## src/rtl/paddle_pkg.sv

```systemverilog
// Shared types and default playfield constants for the paddle tracker.
//   state_e : motion FSM states
//   dir_e   : decoded button direction
//   FIELD_MAX_DEF / HALF_LEN_DEF : default playfield extent and paddle half-length
package paddle_pkg;

  typedef enum logic [1:0] {
    IDLE   = 2'd0,
    RUN_UP = 2'd1,
    RUN_DN = 2'd2
  } state_e;

  typedef enum logic [1:0] {
    DIR_NONE = 2'd0,
    DIR_UP   = 2'd1,
    DIR_DN   = 2'd2
  } dir_e;

  localparam int FIELD_MAX_DEF = 480;
  localparam int HALF_LEN_DEF  = 32;

endpackage

```

## src/rtl/paddle_rate_gen.sv

```systemverilog
// Step-rate generator: tick counter, acceleration level and hold counter.
//   clk            : system clock
//   i_rst_n        : asynchronous active-low reset
//   i_run          : count ticks this cycle (steady motion in one direction)
//   i_clear        : restart counting at level 0 (direction change, recentre)
//   i_ticks_per_px : base clocks per 1-px step
//   o_step         : strobe, high in the cycle a step is taken
module paddle_rate_gen #(
  parameter int TICK_W       = 16,
  parameter int ACCEL_LEVELS = 4,
  parameter int ACCEL_HOLD   = 8
) (
  input  logic              clk,
  input  logic              i_rst_n,
  input  logic              i_run,
  input  logic              i_clear,
  input  logic [TICK_W-1:0] i_ticks_per_px,
  output logic              o_step
);

  localparam int LVL_W  = (ACCEL_LEVELS > 1) ? $clog2(ACCEL_LEVELS) : 1;
  localparam int HOLD_W = (ACCEL_HOLD > 1) ? $clog2(ACCEL_HOLD) : 1;
  localparam logic [LVL_W-1:0]  LVL_TOP  = LVL_W'(ACCEL_LEVELS - 1);
  localparam logic [HOLD_W-1:0] HOLD_TOP = HOLD_W'(ACCEL_HOLD - 1);

  logic [TICK_W-1:0] r_tick;
  logic [LVL_W-1:0]  r_level;
  logic [HOLD_W-1:0] r_hold;

  logic [TICK_W-1:0] w_shifted;
  logic [TICK_W-1:0] w_period;
  logic              w_step;

  // Each level halves the period; a zero period (ticks_per_px=0 or shifted
  // out) still means one step per clock.
  assign w_shifted = i_ticks_per_px >> r_level;
  assign w_period  = (w_shifted == '0) ? TICK_W'(1) : w_shifted;
  // ">=" so that shrinking ticks_per_px mid-period steps at once.
  assign w_step    = i_run & ~i_clear & (r_tick >= (w_period - TICK_W'(1)));
  assign o_step    = w_step;

  always_ff @(posedge clk or negedge i_rst_n) begin
    if (!i_rst_n) begin
      r_tick  <= '0;
      r_level <= '0;
      r_hold  <= '0;
    end else if (i_clear) begin
      r_tick  <= '0;
      r_level <= '0;
      r_hold  <= '0;
    end else if (w_step) begin
      r_tick <= '0;
      if (r_hold == HOLD_TOP) begin
        r_hold <= '0;
        if (r_level != LVL_TOP) r_level <= r_level + LVL_W'(1);
      end else begin
        r_hold <= r_hold + HOLD_W'(1);
      end
    end else if (i_run) begin
      r_tick <= r_tick + TICK_W'(1);
    end
  end

endmodule

```

## src/rtl/paddle_motion.sv

```systemverilog
// Paddle centre tracker: turns up/down button levels into a paddle centre
// position with tick-based stepping, acceleration, clamp/wrap edges,
// recentre and a limit-hit flag.
//   clk, reset (async active-low)
//   up/down      : move requests (+/- position); game_on gates motion
//   wrap_mode    : 1 = wrap at field edges, 0 = clamp to paddle-safe range
//   recentre     : one-cycle request to return to FIELD_MAX/2
//   ticks_per_px : base clocks per 1-px step
//   position     : registered paddle centre
//   moving_up/moving_down : pulse in the cycle after a step
//   at_limit     : clamp mode, centre at a bound with the request pushing into it
module paddle_motion
  import paddle_pkg::*;
#(
  parameter int FIELD_MAX    = FIELD_MAX_DEF,
  parameter int POS_W        = 10,
  parameter int TICK_W       = 16,
  parameter int HALF_LEN     = HALF_LEN_DEF,
  parameter int ACCEL_LEVELS = 4,
  parameter int ACCEL_HOLD   = 8
) (
  input  logic              clk,
  input  logic              reset,
  input  logic              up,
  input  logic              down,
  input  logic              game_on,
  input  logic              wrap_mode,
  input  logic              recentre,
  input  logic [TICK_W-1:0] ticks_per_px,
  output logic [POS_W-1:0]  position,
  output logic              moving_up,
  output logic              moving_down,
  output logic              at_limit
);

  localparam logic [POS_W-1:0] C_MID = POS_W'(FIELD_MAX / 2);
  localparam logic [POS_W-1:0] C_MAX = POS_W'(FIELD_MAX);
  localparam logic [POS_W-1:0] C_LO  = POS_W'(HALF_LEN);
  localparam logic [POS_W-1:0] C_HI  = POS_W'(FIELD_MAX - HALF_LEN);

  state_e           r_state;
  logic [POS_W-1:0] r_pos;
  logic             r_mv_up;
  logic             r_mv_dn;
  logic             r_at_limit;

  dir_e   w_dir;
  state_e w_tgt;
  logic   w_trans;
  logic   w_run;
  logic   w_clear;
  logic   w_step;

  always_comb begin
    w_dir = DIR_NONE;
    if (game_on) begin
      if (up && !down)      w_dir = DIR_UP;
      else if (down && !up) w_dir = DIR_DN;
    end
  end

  always_comb begin
    w_tgt = IDLE;
    case (w_dir)
      DIR_UP:  w_tgt = RUN_UP;
      DIR_DN:  w_tgt = RUN_DN;
      default: w_tgt = IDLE;
    endcase
  end

  // Any state change (start, stop, reversal) restarts the rate generator
  // at level 0 and takes no step in that cycle.
  assign w_trans = (w_tgt != r_state);
  assign w_run   = (r_state != IDLE) && !w_trans;
  assign w_clear = w_trans || recentre;

  paddle_rate_gen #(
    .TICK_W       (TICK_W),
    .ACCEL_LEVELS (ACCEL_LEVELS),
    .ACCEL_HOLD   (ACCEL_HOLD)
  ) u_rate (
    .clk            (clk),
    .i_rst_n        (reset),
    .i_run          (w_run),
    .i_clear        (w_clear),
    .i_ticks_per_px (ticks_per_px),
    .o_step         (w_step)
  );

  always_ff @(posedge clk or negedge reset) begin
    if (!reset) begin
      r_state    <= IDLE;
      r_pos      <= C_MID;
      r_mv_up    <= 1'b0;
      r_mv_dn    <= 1'b0;
      r_at_limit <= 1'b0;
    end else begin
      // Recentre holds the FSM where it is; it only resets the rate.
      if (!recentre) r_state <= w_tgt;

      r_mv_up    <= 1'b0;
      r_mv_dn    <= 1'b0;
      r_at_limit <= !wrap_mode && !recentre &&
                    (((w_dir == DIR_UP) && (r_pos >= C_HI)) ||
                     ((w_dir == DIR_DN) && (r_pos <= C_LO)));

      if (recentre) begin
        r_pos <= C_MID;
      end else if (!wrap_mode && (r_pos > C_HI)) begin
        // Left over from wrap mode: snap into the clamp range silently.
        r_pos <= C_HI;
      end else if (!wrap_mode && (r_pos < C_LO)) begin
        r_pos <= C_LO;
      end else if (w_step && (r_state == RUN_UP)) begin
        if (wrap_mode) begin
          r_pos   <= (r_pos >= C_MAX) ? '0 : r_pos + POS_W'(1);
          r_mv_up <= 1'b1;
        end else if (r_pos < C_HI) begin
          r_pos   <= r_pos + POS_W'(1);
          r_mv_up <= 1'b1;
        end
      end else if (w_step && (r_state == RUN_DN)) begin
        if (wrap_mode) begin
          r_pos   <= (r_pos == '0) ? C_MAX : r_pos - POS_W'(1);
          r_mv_dn <= 1'b1;
        end else if (r_pos > C_LO) begin
          r_pos   <= r_pos - POS_W'(1);
          r_mv_dn <= 1'b1;
        end
      end
    end
  end

  assign position    = r_pos;
  assign moving_up   = r_mv_up;
  assign moving_down = r_mv_dn;
  assign at_limit    = r_at_limit;

endmodule

```

## config.mk

```make
export PLATFORM = sky130hd
export DESIGN_NAME = paddle_motion
export DESIGN_NICKNAME = d
export VERILOG_FILES = /design/src/rtl/paddle_pkg.sv /design/src/rtl/paddle_rate_gen.sv /design/src/rtl/paddle_motion.sv
export SDC_FILE = /design/constraint.sdc
export NUM_CORES = 1
export LEC_CHECK = 0
export ABC_AREA = 1
export ABC_CLOCK_PERIOD_IN_PS = 4900
export CORE_ASPECT_RATIO = 0.5
export CORE_MARGIN = 2
export CORE_UTILIZATION = 45
export CTS_CLUSTER_SIZE = 20
export DETAILED_ROUTE_END_ITERATION = 8
export DONT_BUFFER_PORTS = 1
export SKIP_CTS_REPAIR_TIMING = 1
export SLEW_MARGIN = 15
export SYNTH_ARGS = -nofsm -noshare
export SYNTH_HDL_FRONTEND = slang
export SYNTH_SLANG_ARGS = --single-unit
```

## constraint.sdc

```tcl
create_clock -name clk -period 4.9 [get_ports clk]
set_clock_uncertainty 0.2 [all_clocks]
set_input_delay 0.98 -clock clk [delete_from_list [all_inputs] [get_ports clk]]
set_output_delay 0.98 -clock clk [all_outputs]
set_load 0.005 [all_outputs]
```

; Yosys cells after proc, flatten, opt, wreduce, memory -nomap -nowiden
; Index checks and enable logic that the tools add are counted.
[op_classes]
mux = 39
n_shift = 1
n_lt_le_gt_ge = 8
n_bitwise = 3
add_sub_neg = 6
eq_ne = 8
n_reduce_logical = 29
[ops]
columns = operator, count
row1 = 10-bit 2-to-1 mux, 11
row2 = 16-bit 2-to-1 mux, 4
row3 = "10-bit by 9-bit greater-or-equal comparator with 1-bit output, second input constant", 2
row4 = "16-bit by 1-bit adder with 16-bit output, second input constant", 1
row5 = 16-bit greater-or-equal comparator, 1
row6 = 16-bit zero test, 1
row7 = 16-bit by 2-bit right shift with 16-bit output, 1
row8 = "16-bit by 1-bit subtractor with 16-bit output, second input constant", 1
row9 = 2-bit 2-to-1 mux, 7
row10 = 1-bit 2-to-1 mux, 13
row11 = 1-bit logical AND, 11
row12 = "10-bit by 1-bit adder with 10-bit output, second input constant", 1
row13 = "10-bit by 6-bit > comparator with 1-bit output, second input constant", 1
row14 = "10-bit by 9-bit > comparator with 1-bit output, second input constant", 1
row15 = "10-bit by 6-bit <= comparator with 1-bit output, second input constant", 1
row16 = 10-bit zero test, 1
row17 = "10-bit by 6-bit less-than comparator with 1-bit output, second input constant", 1
row18 = "10-bit by 9-bit less-than comparator with 1-bit output, second input constant", 1
row19 = "10-bit by 1-bit subtractor with 10-bit output, second input constant", 1
row20 = 3-bit 2-to-1 mux, 3
row21 = 2-bit nonzero test, 4
row22 = "6-bit by 5-bit != test with 1-bit output, second input constant", 1
row23 = 3-bit AND reduction, 2
row24 = 6-bit nonzero test, 1
row25 = 14 further kinds, 22
[word_totals]
in_bits = 23
wordCells = 102
output_inout_bits = 13
register_bits = 36

; Depth between registers and ports, before layout
[depth]
word_depth = 18
mapped_depth = 32
mapped_depth_nobuf = 32

; By module
; A second synthesis with hierarchy kept.
[hier_totals]
hier_cells = 611
area_unflattened_um2 = 3932.5
[by_module_without_submodules]
columns = mod, cells_each, n_inst, seq_area_each_um2, area_per_inst_um2
row1 = paddle_rate_gen, 384, 1, 525.5, 2479.9
row2 = paddle_motion, 227, 1, 380.4, 1452.6

; Least setup slack after synthesis
; No wires, ideal clock.
[synth_timing]
path_type = input to register
start = input ticks_per_px[3]
end = register r_pos[9], in the netlist position[9]
n_path_buf = 1
required_time_ns = 4.584
arrival_time_ns = 3.935
setup_time_ns = 0.116
stages = 27
path_slack_ns = 0.648
cell_sequence = inv_1 o21ai_0 o21ai_1 nand2_1 nor2_1 nand4_1 nand2_1 inv_2 ha_1 nand2_1 nor2_2 nand4_2 nor2_1 inv_1 o22ai_1 inv_1 ha_1 nand2_1 nor3_1 nand2_1 nand2_1 nand3_1 buf_2 o21ai_0 nor2_1 nand2_1 nand2_1
[synth_between]
elab_chain_len = 11
elab_cells_between_ends = 16
classes_between = add/sub: 1 / order compare: 1 / eq/ne: 1 / shift: 1 / mux: 5 / bitwise: 1 / reduce/logical: 6
[synth_rtl]
columns = item, line
row1 = start: declaration, paddle_motion.sv:29  ; input logic [TICK_W-1:0] ticks_per_px,
row2 = 16-bit by 2-bit right shift with 16-bit output (*), paddle_rate_gen.sv:36  ; assign w_shifted = i_ticks_per_px >> r_level;
row3 = 16-bit zero test, paddle_rate_gen.sv:37  ; assign w_period = (w_shifted == '0) ? TICK_W'(1) : w_shifted;
row4 = 16-bit 2-to-1 mux (*), paddle_rate_gen.sv:37
row5 = 16-bit by 1-bit subtractor with 16-bit output (*), paddle_rate_gen.sv:39  ; assign w_step = i_run & ~i_clear & (r_tick >= (w_period - TICK_W'(1)));
row6 = 16-bit greater-or-equal comparator (*), paddle_rate_gen.sv:39
row7 = 1-bit bitwise AND (*), paddle_rate_gen.sv:39
row8 = 1-bit logical AND, paddle_motion.sv:114  ; end else if (w_step && (r_state == RUN_UP)) begin
row9 = 10-bit 2-to-1 mux, paddle_motion.sv:114
row10 = 10-bit 2-to-1 mux, paddle_motion.sv:112  ; end else if (!wrap_mode && (r_pos < C_LO)) begin
row11 = 10-bit 2-to-1 mux, paddle_motion.sv:109  ; end else if (!wrap_mode && (r_pos > C_HI)) begin
row12 = 10-bit 2-to-1 mux, paddle_motion.sv:107  ; if (recentre) begin
row13 = end signal: assignment, paddle_motion.sv:116  ; r_pos <= (r_pos >= C_MAX) ? '0 : r_pos + POS_W'(1);
row14 = end signal: assignment, paddle_motion.sv:119  ; r_pos <= r_pos + POS_W'(1);
row15 = end signal: assignment, paddle_motion.sv:124  ; r_pos <= (r_pos == '0) ? C_MAX : r_pos - POS_W'(1);
row16 = end: declaration, paddle_motion.sv:42  ; logic [POS_W-1:0] r_pos;
; Every way passes the cells marked *; elsewhere a longest branch is shown, timed or not.
; A chain may end at the register's enable or synchronous reset.

; Final worst setup path
[layout_timing]
start = input ticks_per_px[3]
end = register r_pos[8], in the netlist position[8]
; Same word-level chain as after synthesis.

==> flow_summary_export.csv <==
group,metric,value,unit
finish,diodes,0,
status,status,"finished, final reports clean",
synthesis,ys_seq_area_frac,0.2517,
sta,fmax,223.9,MHz
critical_path,path_delay_family,"simple AND/OR/NAND/NOR gates",
power,p_clk_frac,0.284,
route,via_per_inst,5.155,
floorplanning,boundaryPins,36,
critical_path,critical_path.max_stage_delay,0.31,ns
synthesis,ys_warn_count,0,
floorplanning,initial_core_util,0.4771,
critical_path,crit_arrival,4.49,ns
synthesis,syn-num-nets,611,
power,p_leak,1.998,nW
critical_path,crit_slowest_cell,"o21ai_0",
finish,area_delta_synth_final,7.545,%
synthesis,synthFlopType,"dfrtp_1",
clock_network,cts_buffers,5,
synthesis,ys_seq_elements,36,
placed_design,gp_congestion,0.9087,
global_routing,grt_pass1_vias,3199,
global_routing,antenna_found_initial,0,
synthesis,synth.avg_cell_area,6.369,um^2
finish,fin_nets,614,
synthesis,syn_inst,565,
clock_network,clk_latency,0.28,ns
clock_network,clkTransAtPathRegs,0.06,ns
power,pwr_density_cell,291.2,mW/mm^2
placed_design,dpl.cell_count,669,
route,wl_met3,476,um
critical_path,cp.depth,25,
route,routed.top_layer,"met4",
route,drtAntennaViolNets,0,
power,combPwrFrac,0.345,
floorplanning,std_cell_rows,22,
route,wl_met1,4343,um
synthesis,synth_compound_area_frac,0.1346,
finish,layout_commonest_cell,"nand2_1",
finish,drive_gt1_frac,0.07557,
route,routed-via-count,3490,
placed_design,postPlaceCellArea,0.003721,mm^2
floorplanning,dieWidth,130.5,um
sta,rsz0062_at_grt,"no",
synthesis,synthSimpleGateAreaFrac,0.3793,
sta,maxSlewHeadroom,0.5693,
synthesis,synthAdderAreaFrac,0.07997,
critical_path,critPathLaunchType,"input pin",
global_routing,gr-total-overflow,0,
clock_network,cts_tree,"done",
finish,most-common-layout-cells,"169 x nand2_1, 76 x inv_1, 49 x nor2_1",
sta,tightestPinTransition,0.6437,ns
placed_design,dp_hpwl,6937,um
synthesis,synthesis.area,0.003598,mm^2
global_routing,grt_util_all_layers,0.2161,
critical_path,r2r_slack,0.57,ns
min_path,hold_path_class,"in2async",
route,wl_per_cell,12.99,um
route,drt_iter0_markers,153,
power,switching_share,0.3879,
synthesis,synth_top_area_cell,"dfrtp_1",
power,max-vdd-ir-drop,189.8,uV
critical_path,required,4.92,ns
route,dr.pass1.iters,5,
power,p_seq_frac,0.371,
synthesis,synthMuxAreaShare,0,
clock_network,cts-root-buf,"clkbuf_16",
sta,post-route-period-util,0.9116,
sta,tns,0,ns
route,routed_wl,8797,um
clock_network,htree_levels,2,
power,internal_power,0.6899,mW
clock_network,cts_buffer_depth,2,
clock_network,clock-sinks,36,
global_routing,grt_max_degree,37,
finish,stdcell_count,677,
synthesis,synth_area_leaders,"dfrtp_1 22%, nand2_1 18%, ha_1 8.0%",
synthesis,synth_top_area_share,0.2225,
floorplanning,core-area,0.007542,mm^2
critical_path,crit_top_cell,"nand2_1",
global_routing,grt_first_pass_wirelength,14880,um
route,drc,0,
placed_design,port_buffers,0,
synthesis,synth-async-reset-ratio,1.000,
power,switchingPower,0.4372,mW
sta,setup_viol,0,
sta,period_needed,4.467,ns
critical_path,path_max_fanout,14,
synthesis,synth_cell_types,41,
synthesis,synth_top_family_by_area,"simple AND/OR/NAND/NOR gates",
finish,fin_area,0.003870,mm^2
job,max_cap_violations,0,
synthesis,synthXorXnorAreaFrac,0.04868,
critical_path,end_kind,"flop",
route,wl_met2,3908,um
synthesis,synth_edf_count,0,
critical_path,r2r_cells,25,
sta,slew_violations,0,
floorplanning,fp.dieH,67.23,um
critical_path,worstSetupPathType,"in2reg",
critical_path,crit_buf_inv,4,
floorplanning,dieArea,0.008771,mm^2
finish,fin_util,0.5131,
sta,hold_violations,0,
## kinds of logic (layout without fill, tap and decap cells)
group	Yosys count	in the layout
buffers and inverters	93	97
flip-flops	36	36
XOR/XNOR	20	20
AND/OR/NAND/NOR	310	310
AO/OA/AOI/OAI	83	83
adder cells (fa/ha/maj)	23	23
## metal layers
layer  GRT usage  up-vias
met1      0.2856     1539
met3     0.03724       10
li1            -     1861
met2      0.3809       80
met5           0        -
met4     0.03989        0
## final cells by class
class | instances | area (um^2)
inverter | 80 | 300.3
clock buffer | 6 | 138.9
timing repair buffer | 9 | 67.56
multi-input combinational | 436 | 2312
fill | 801 | 3672
sequential | 36 | 905.9
clock inverter | 2 | 10.01
tap | 108 | 135.1
## synthesized netlist by cell type, types with 2 or more instances
master,count
o21ai_0,31
clkbuf_1,4
nand3b_1,3
a21oi_1,18
dfstp_2,4
a31oi_1,4
dfrtp_1,32
inv_2,4
xor2_1,15
inv_1,76
ha_1,23
nor2_1,49
o22ai_1,3
a22o_1,2
nor3_1,15
nand4_1,22
a211oi_1,2
nor2_4,2
buf_2,4
o21ai_2,9
nand3_1,39
o21ai_1,9
or2_2,2
buf_6,2
nand2_1,169
buf_4,3
xnor2_1,5
## power groups by stage
| stage | Sequential (mW) | Clock (mW) | Combinational [mW] |
|---|---|---|---|
| after global routing | 0.427 | 0.341 | 0.448 |
| after global placement | 0.423 | 0 | 0.387 |
| final | 0.419 | 0.320 | 0.389 |
| after CTS | 0.418 | 0.326 | 0.387 |
| after detailed placement | 0.422 | 0 | 0.384 |
| after floorplan | 0.382 | 0 | 0.345 |
## flip-flops by register name, indices dropped and copies added, names as in the netlist
| name | flops |
|---|---|
| r_state | 2 |
| moving_up | 1 |
| moving_down | 1 |
| u_rate.r_tick | 16 |
| u_rate.r_hold | 3 |
| at_limit | 1 |
| position | 10 |
| u_rate.r_level | 2 |
## worst register-to-register path, delay by kind of cell, from the launching register on
kind / cells / cell delay, ns
compound gates: 4 / 0.77
flops: 1 / 0.35
buf+inv: 4 / 0.72
xor+xnor: 1 / 0.18
simple gates: 14 / 1.63
fa+ha+maj: 2 / 0.44
## final timing paths
kind | start | endpoint
setup / recovery | ticks_per_px[3] | position[8]
hold / removal | reset | position[3]
setup reg to reg | u_rate.r_level[0] | position[8]
hold reg to reg | u_rate.r_hold[0] | u_rate.r_hold[0]
max in group asynchronous | reset | position[5]
min in group clk | u_rate.r_hold[0] | u_rate.r_hold[0]
## through the flow
| step | total power, mW | hold slack [ns] | setup slack (ns) |
|---|---|---|---|
| after detailed placement | 0.8063 | 0.2897 | 0.1103 |
| after global placement | 0.8098 | 0.2910 | 0.1579 |
| after CTS | 1.130 | 0.1860 | 0.3832 |
| final | 1.127 | 0.1902 | 0.4333 |
| after floorplan | 0.7272 | 0.2599 | 0.6484 |
| after global routing | 1.216 | 0.1817 | 0.04317 |
Power figures use the tool's default switching activity.
==> edit 1: new RTL, same settings <==
The parameter `POS_W` goes from 10 to 20.
--- a/src/rtl/paddle_motion.sv
+++ b/src/rtl/paddle_motion.sv
@@ -14,5 +14,5 @@
 #(
   parameter int FIELD_MAX    = FIELD_MAX_DEF,
-  parameter int POS_W        = 10,
+  parameter int POS_W        = 20,
   parameter int TICK_W       = 16,
   parameter int HALF_LEN     = HALF_LEN_DEF,
Ports: changed (resized position); port bits go from 36 to 46. The function was not compared with the original's and may differ.
==> edit 1 against the unedited design <==
  * Via count up 37%
  * Synthesized area grew 35%
  * Core utilization fell by 1.8 points
  * Design area rose by 33%
  * Power up 59%
  * Routed wire length rose by 49%
  * Synthesized cell count rose by 36%
  * Sequential cell count grew 10
  * Clock power up 13%
  * Setup slack worse by 9.6 ps
  * Largest cell class unchanged
  * Largest power group is now combinational logic
==> edit 1: results (changes against the unedited design) <==
| Metric | Value |
|---|---|
| Status | finished clean |
| Headroom to the max-slew limit | 0.453 (-0.116) |
| Row count | 26 (+18%) |
| Seq area share | 0.225 (-0.00915) |
| Met2 global-route usage | 0.409 (+0.0282) |
| Pin count of the biggest net entering global routing | 47 (+27%) |
| Largest cells by area after synthesis | dfrtp_1, nand2_1, nor2_1, xor2_1, ha_1 |
| Post-Synthesis Cells | 766 (+36%) |
| Multi-input gate area | 3250 µm² (+40%) |
| First-pass GRT wire length | 21,900 µm (+47%) |
| Synthesized-area fraction occupied by ao, oa, aoi and oai cells | 0.134 (-0.000218) |
| Number of global-route vias before repair | 4,476 (+40%) |
| FF-to-FF setup slack | 440 ps (-130 ps) |
| Post-Layout Cell Count | 899 (+33%) |
| Non-clk bufs | 10 (+1) |
| Setup WS pre-CTS | 25.1 ps (-85.2 ps) |
| Wire length on met1 | 6330 µm (+46%) |
| Via density | 5.32 (+3.2%) |
| Top fanout value on the critical path | 22 (+8) |
| Multi-input comb cells | 609 (+40%) |
| VDD IR-drop max | 206 µV (+8.4%) |
| Met1 Use GR | 0.313 (+0.0270) |
| Adder-cell share of the synthesized area | 0.0616 (-0.0183) |
| Synth top cells by count | nand2_1, nor2_1, inv_1, nand3_1, o21ai_0 |
| Detailed router's first-iteration violation count | 277 (+81%) |
| Depth of the worst register-to-register path | 29 (+16%) |
| Dpl cell area | 4970 µm² (+34%) |
| All-layer global routing usage | 0.236 (+0.0196) |
| FFs & Latches | 46 (+28%) |
| HPWL Detailed | 9930 µm (+43%) |
| Area share of xor/xnor cells in the synthesized design | 0.0737 (+0.0250) |
| Inverters | 86 (+7.5%) |
| P_leak | 0.00254 µW (+27%) |
| R2r endpoint | position[19]$_DFFE_PN0P_ |
| Fillcell total | 1,102 (+38%) |
| Gate power share | 0.493 (+0.148) |
| Crit path DAT | 4510 ps (+20 ps) |
| Wire length on met3 | 638 µm (+34%) |
| P_seq | 543 µW (+30%) |
| Clock transition at the registers of the reported paths | 80 ps (+20 ps) |
| Finished layout cell area | 5140 µm² (+33%) |
| Met3 usage | 0.0388 (+0.00158) |
| Number of flip-flops in the largest register | 20 (+4) |
| Worst-skew pair later-pin latency | 300 ps (+20 ps) |
| Hold Slack | 164 ps (-25.8 ps) |
| Clock buffer cells | 5 (-1) |
| Layout cells sized above 1 | 0.0975 (+0.0219) |
| Buffer share of cell area | 0.0161 (-0.00139) |
| Final clock-cell share | 0.0290 (-0.00951) |
| Sw power | 861 µW (+97%) |
| Seq/Total Area, Yosys | 0.237 (-0.0144) |
| GP Congestion | 0.921 (+1.3%) |
## edit 1: cell count changes in the layout (fill, tap and decap cells not counted), moves of 4 or more
| cell | before | now |
|---|---|---|
| dfrtp_1 | 32 | 42 |
| o21ai_0 | 31 | 47 |
| nor2_2 | 1 | 5 |
| nand3_1 | 39 | 49 |
| nand4_1 | 22 | 14 |
| nor2_4 | 2 | 6 |
| xor2_1 | 15 | 37 |
| nor4_1 | 1 | 5 |
| nand2_2 | 1 | 11 |
| nor2_1 | 49 | 93 |
| nand2_1 | 169 | 212 |
| o21ai_1 | 9 | 16 |
| a21oi_1 | 18 | 28 |
## edit 1: worst max-delay path: stages
cell and delay (ps):
or2_2 250, o21ai_1 120, nand2_1 70, o21ai_1 110, nand2_1 110, nor2_2 110, nand4_1 180, nand2_1 130
inv_1 60, ha_1 200, nand3_1 140, nor2_2 80, nand2_1 100, nor2_1 50, xor2_1 120, inv_1 50
ha_1 260, nand2_1 110, o21ai_0 110, a21oi_1 170, nand2_2 130, nand3_2 140, nand2_1 60, nand3_1 110
nand2_4 70, inv_4 260, nand2_1 110, o21ai_2 70
## edit 1: worst max-delay path by stage
| stage | from | endpoint | slack (ps) | cells after the start |
|---|---|---|---|---|
| 3_5_place_dp | ticks_per_px[14] | position[17]$_DFFE_PN0P_ | 30 | 28 |
| 4_1_cts | ticks_per_px[14] | position[17]$_DFFE_PN0P_ | 330 | 28 |
| 5_1_grt | ticks_per_px[7] | position[17]$_DFFE_PN0P_ | -10 | 27 |
| 2_1_floorplan | ticks_per_px[14] | position[3]$_DFFE_PN0P_ | 430 | 29 |
| 6_report | ticks_per_px[14] | position[19]$_DFFE_PN0P_ | 420 | 28 |
| 3_3_place_gp | ticks_per_px[7] | position[2]$_DFFE_PN0P_ | 110 | 26 |
==> edit 2: new RTL, same flow settings <==
Made on the original files. The 3 states of `state_e` get a one-hot encoding in 3 bits.
--- a/src/rtl/paddle_pkg.sv
+++ b/src/rtl/paddle_pkg.sv
@@ -5,8 +5,8 @@
 package paddle_pkg;
 
-  typedef enum logic [1:0] {
-    IDLE   = 2'd0,
-    RUN_UP = 2'd1,
-    RUN_DN = 2'd2
+  typedef enum logic [2:0] {
+    IDLE   = 3'b001,
+    RUN_UP = 3'b010,
+    RUN_DN = 3'b100
   } state_e;
 
Function: no difference found for any inputs over 4 cycles, from zero or initial values and one cycle with reset low; so few cycles prove little.
==> edit 2 against the unedited design <==
  * Routed wire length rose by 2.2%
  * Synthesized area rose by 0.94%
  * Power rose by 15%
  * Setup slack improved by 77 ps
  * Critical path depth rose by 2
  * Count of clock-buffer cells in the layout fell by 1
  * Final cell count rose by 3.0%
  * Design area rose by 4.1%
  * Core utilization fell by 0.39 points
  * Sequential share of layout area fell by 0.28 points
  * Sequential cell count rose by 1
  * Die area rose by 0.90%
  * Critical path type unchanged
==> edit 2: results (changes against the unedited design) <==
| Metric | Value |
|---|---|
| Status | finished clean |
| Slowest cell on crit path | ha_1 |
| Number of global-route vias before repair | 3,251 (+1.6%) |
| Syn avg cell area | 6.37 µm² (about the same) |
| First-pass GRT wire length | 15,300 µm (+2.6%) |
| Headroom to the max-slew limit | 0.666 (+0.0971) |
| Seq/Total Area, Yosys | 0.257 (+0.00489) |
| # nets final | 630 (+2.6%) |
| Adder-cell share of the synthesized area | 0.0792 (-0.000744) |
| All-layer global routing usage | 0.220 (+0.00350) |
| Layout cells sized above 1 | 0.108 (+0.0321) |
| Final WL | 8990 µm (+2.2%) |
| Met1 Use GR | 0.291 (+0.00548) |
| Depth of the worst register-to-register path | 28 (+12%) |
| Pin count of the biggest net entering global routing | 38 (+2.7%) |
| WL/cell | 12.9 µm (-0.71%) |
| Worst Setup SP | ticks_per_px[9] |
| Setup WS pre-CTS | -7.44 ps (-118 ps) |
| Largest cells by area after synthesis | dfrtp_1, nand2_1, ha_1, nand3_1, inv_1 |
| Dpl cell area | 3840 µm² (+3.3%) |
| Crit path DAT | 4360 ps (-130 ps) |
| Area share of xor/xnor cells in the synthesized design | 0.0651 (+0.0164) |
| Detailed router's first-iteration violation count | 152 (-0.65%) |
| Top fanout value on the critical path | 9 (-5) |
| VDD IR-drop max | 241 µV (+27%) |
| Via density | 5.13 (-0.45%) |
| GP Congestion | 0.875 (-3.8%) |
| Synth top cells by count | nand2_1, inv_1, nand3_1, nor2_1, o21ai_0 |
| Met3 usage | 0.0468 (+0.00951) |
| Crit-path max cell delay | 270 ps (-40 ps) |
| HPWL Detailed | 7130 µm (+2.7%) |
| Yosys cell types | 39 (-4.9%) |
| CP endpoint | u_rate.r_hold[0]$_DFFE_PN0P_ |
| FF-to-FF setup slack | 600 ps (+30 ps) |
| Hold Slack | 188 ps (-2.20 ps) |
edit 2: cell count changes after synthesis, moves of 4 or more:
cell     delta
nand4_1    -11
nor3_1      -6
o21ai_2     -6
xor2_1      +6
inv_2       +4
o21ai_0     +6
nand3_1    +11
inv_1      -11
o21ai_1     -6
nand2_1    +14
nor2_2      +4
edit 2: area by class of cell:
type / instances / area (µm²)
Inverter: 75 / 284
Multi-Input combinational cell: 449 / 2380
Clock buffer: 5 / 125
Sequential cell: 37 / 932
Timing Repair Buffer: 16 / 120
Clock inverter: 3 / 46.3
Fill cell: 857 / 3880
Tap cell: 112 / 140
edit 2: where the power goes:
group	internal, µW	switching (µW)
registers	360	78.3
clock network	241	134
logic	188	298
total	788	511
edit 2: routing by layer:
layer	vias to the layer above	wire length, µm
met2	67	4110
met5	-	0
met4	0	23
met3	2	418
met1	1629	4450
li1	1879	-
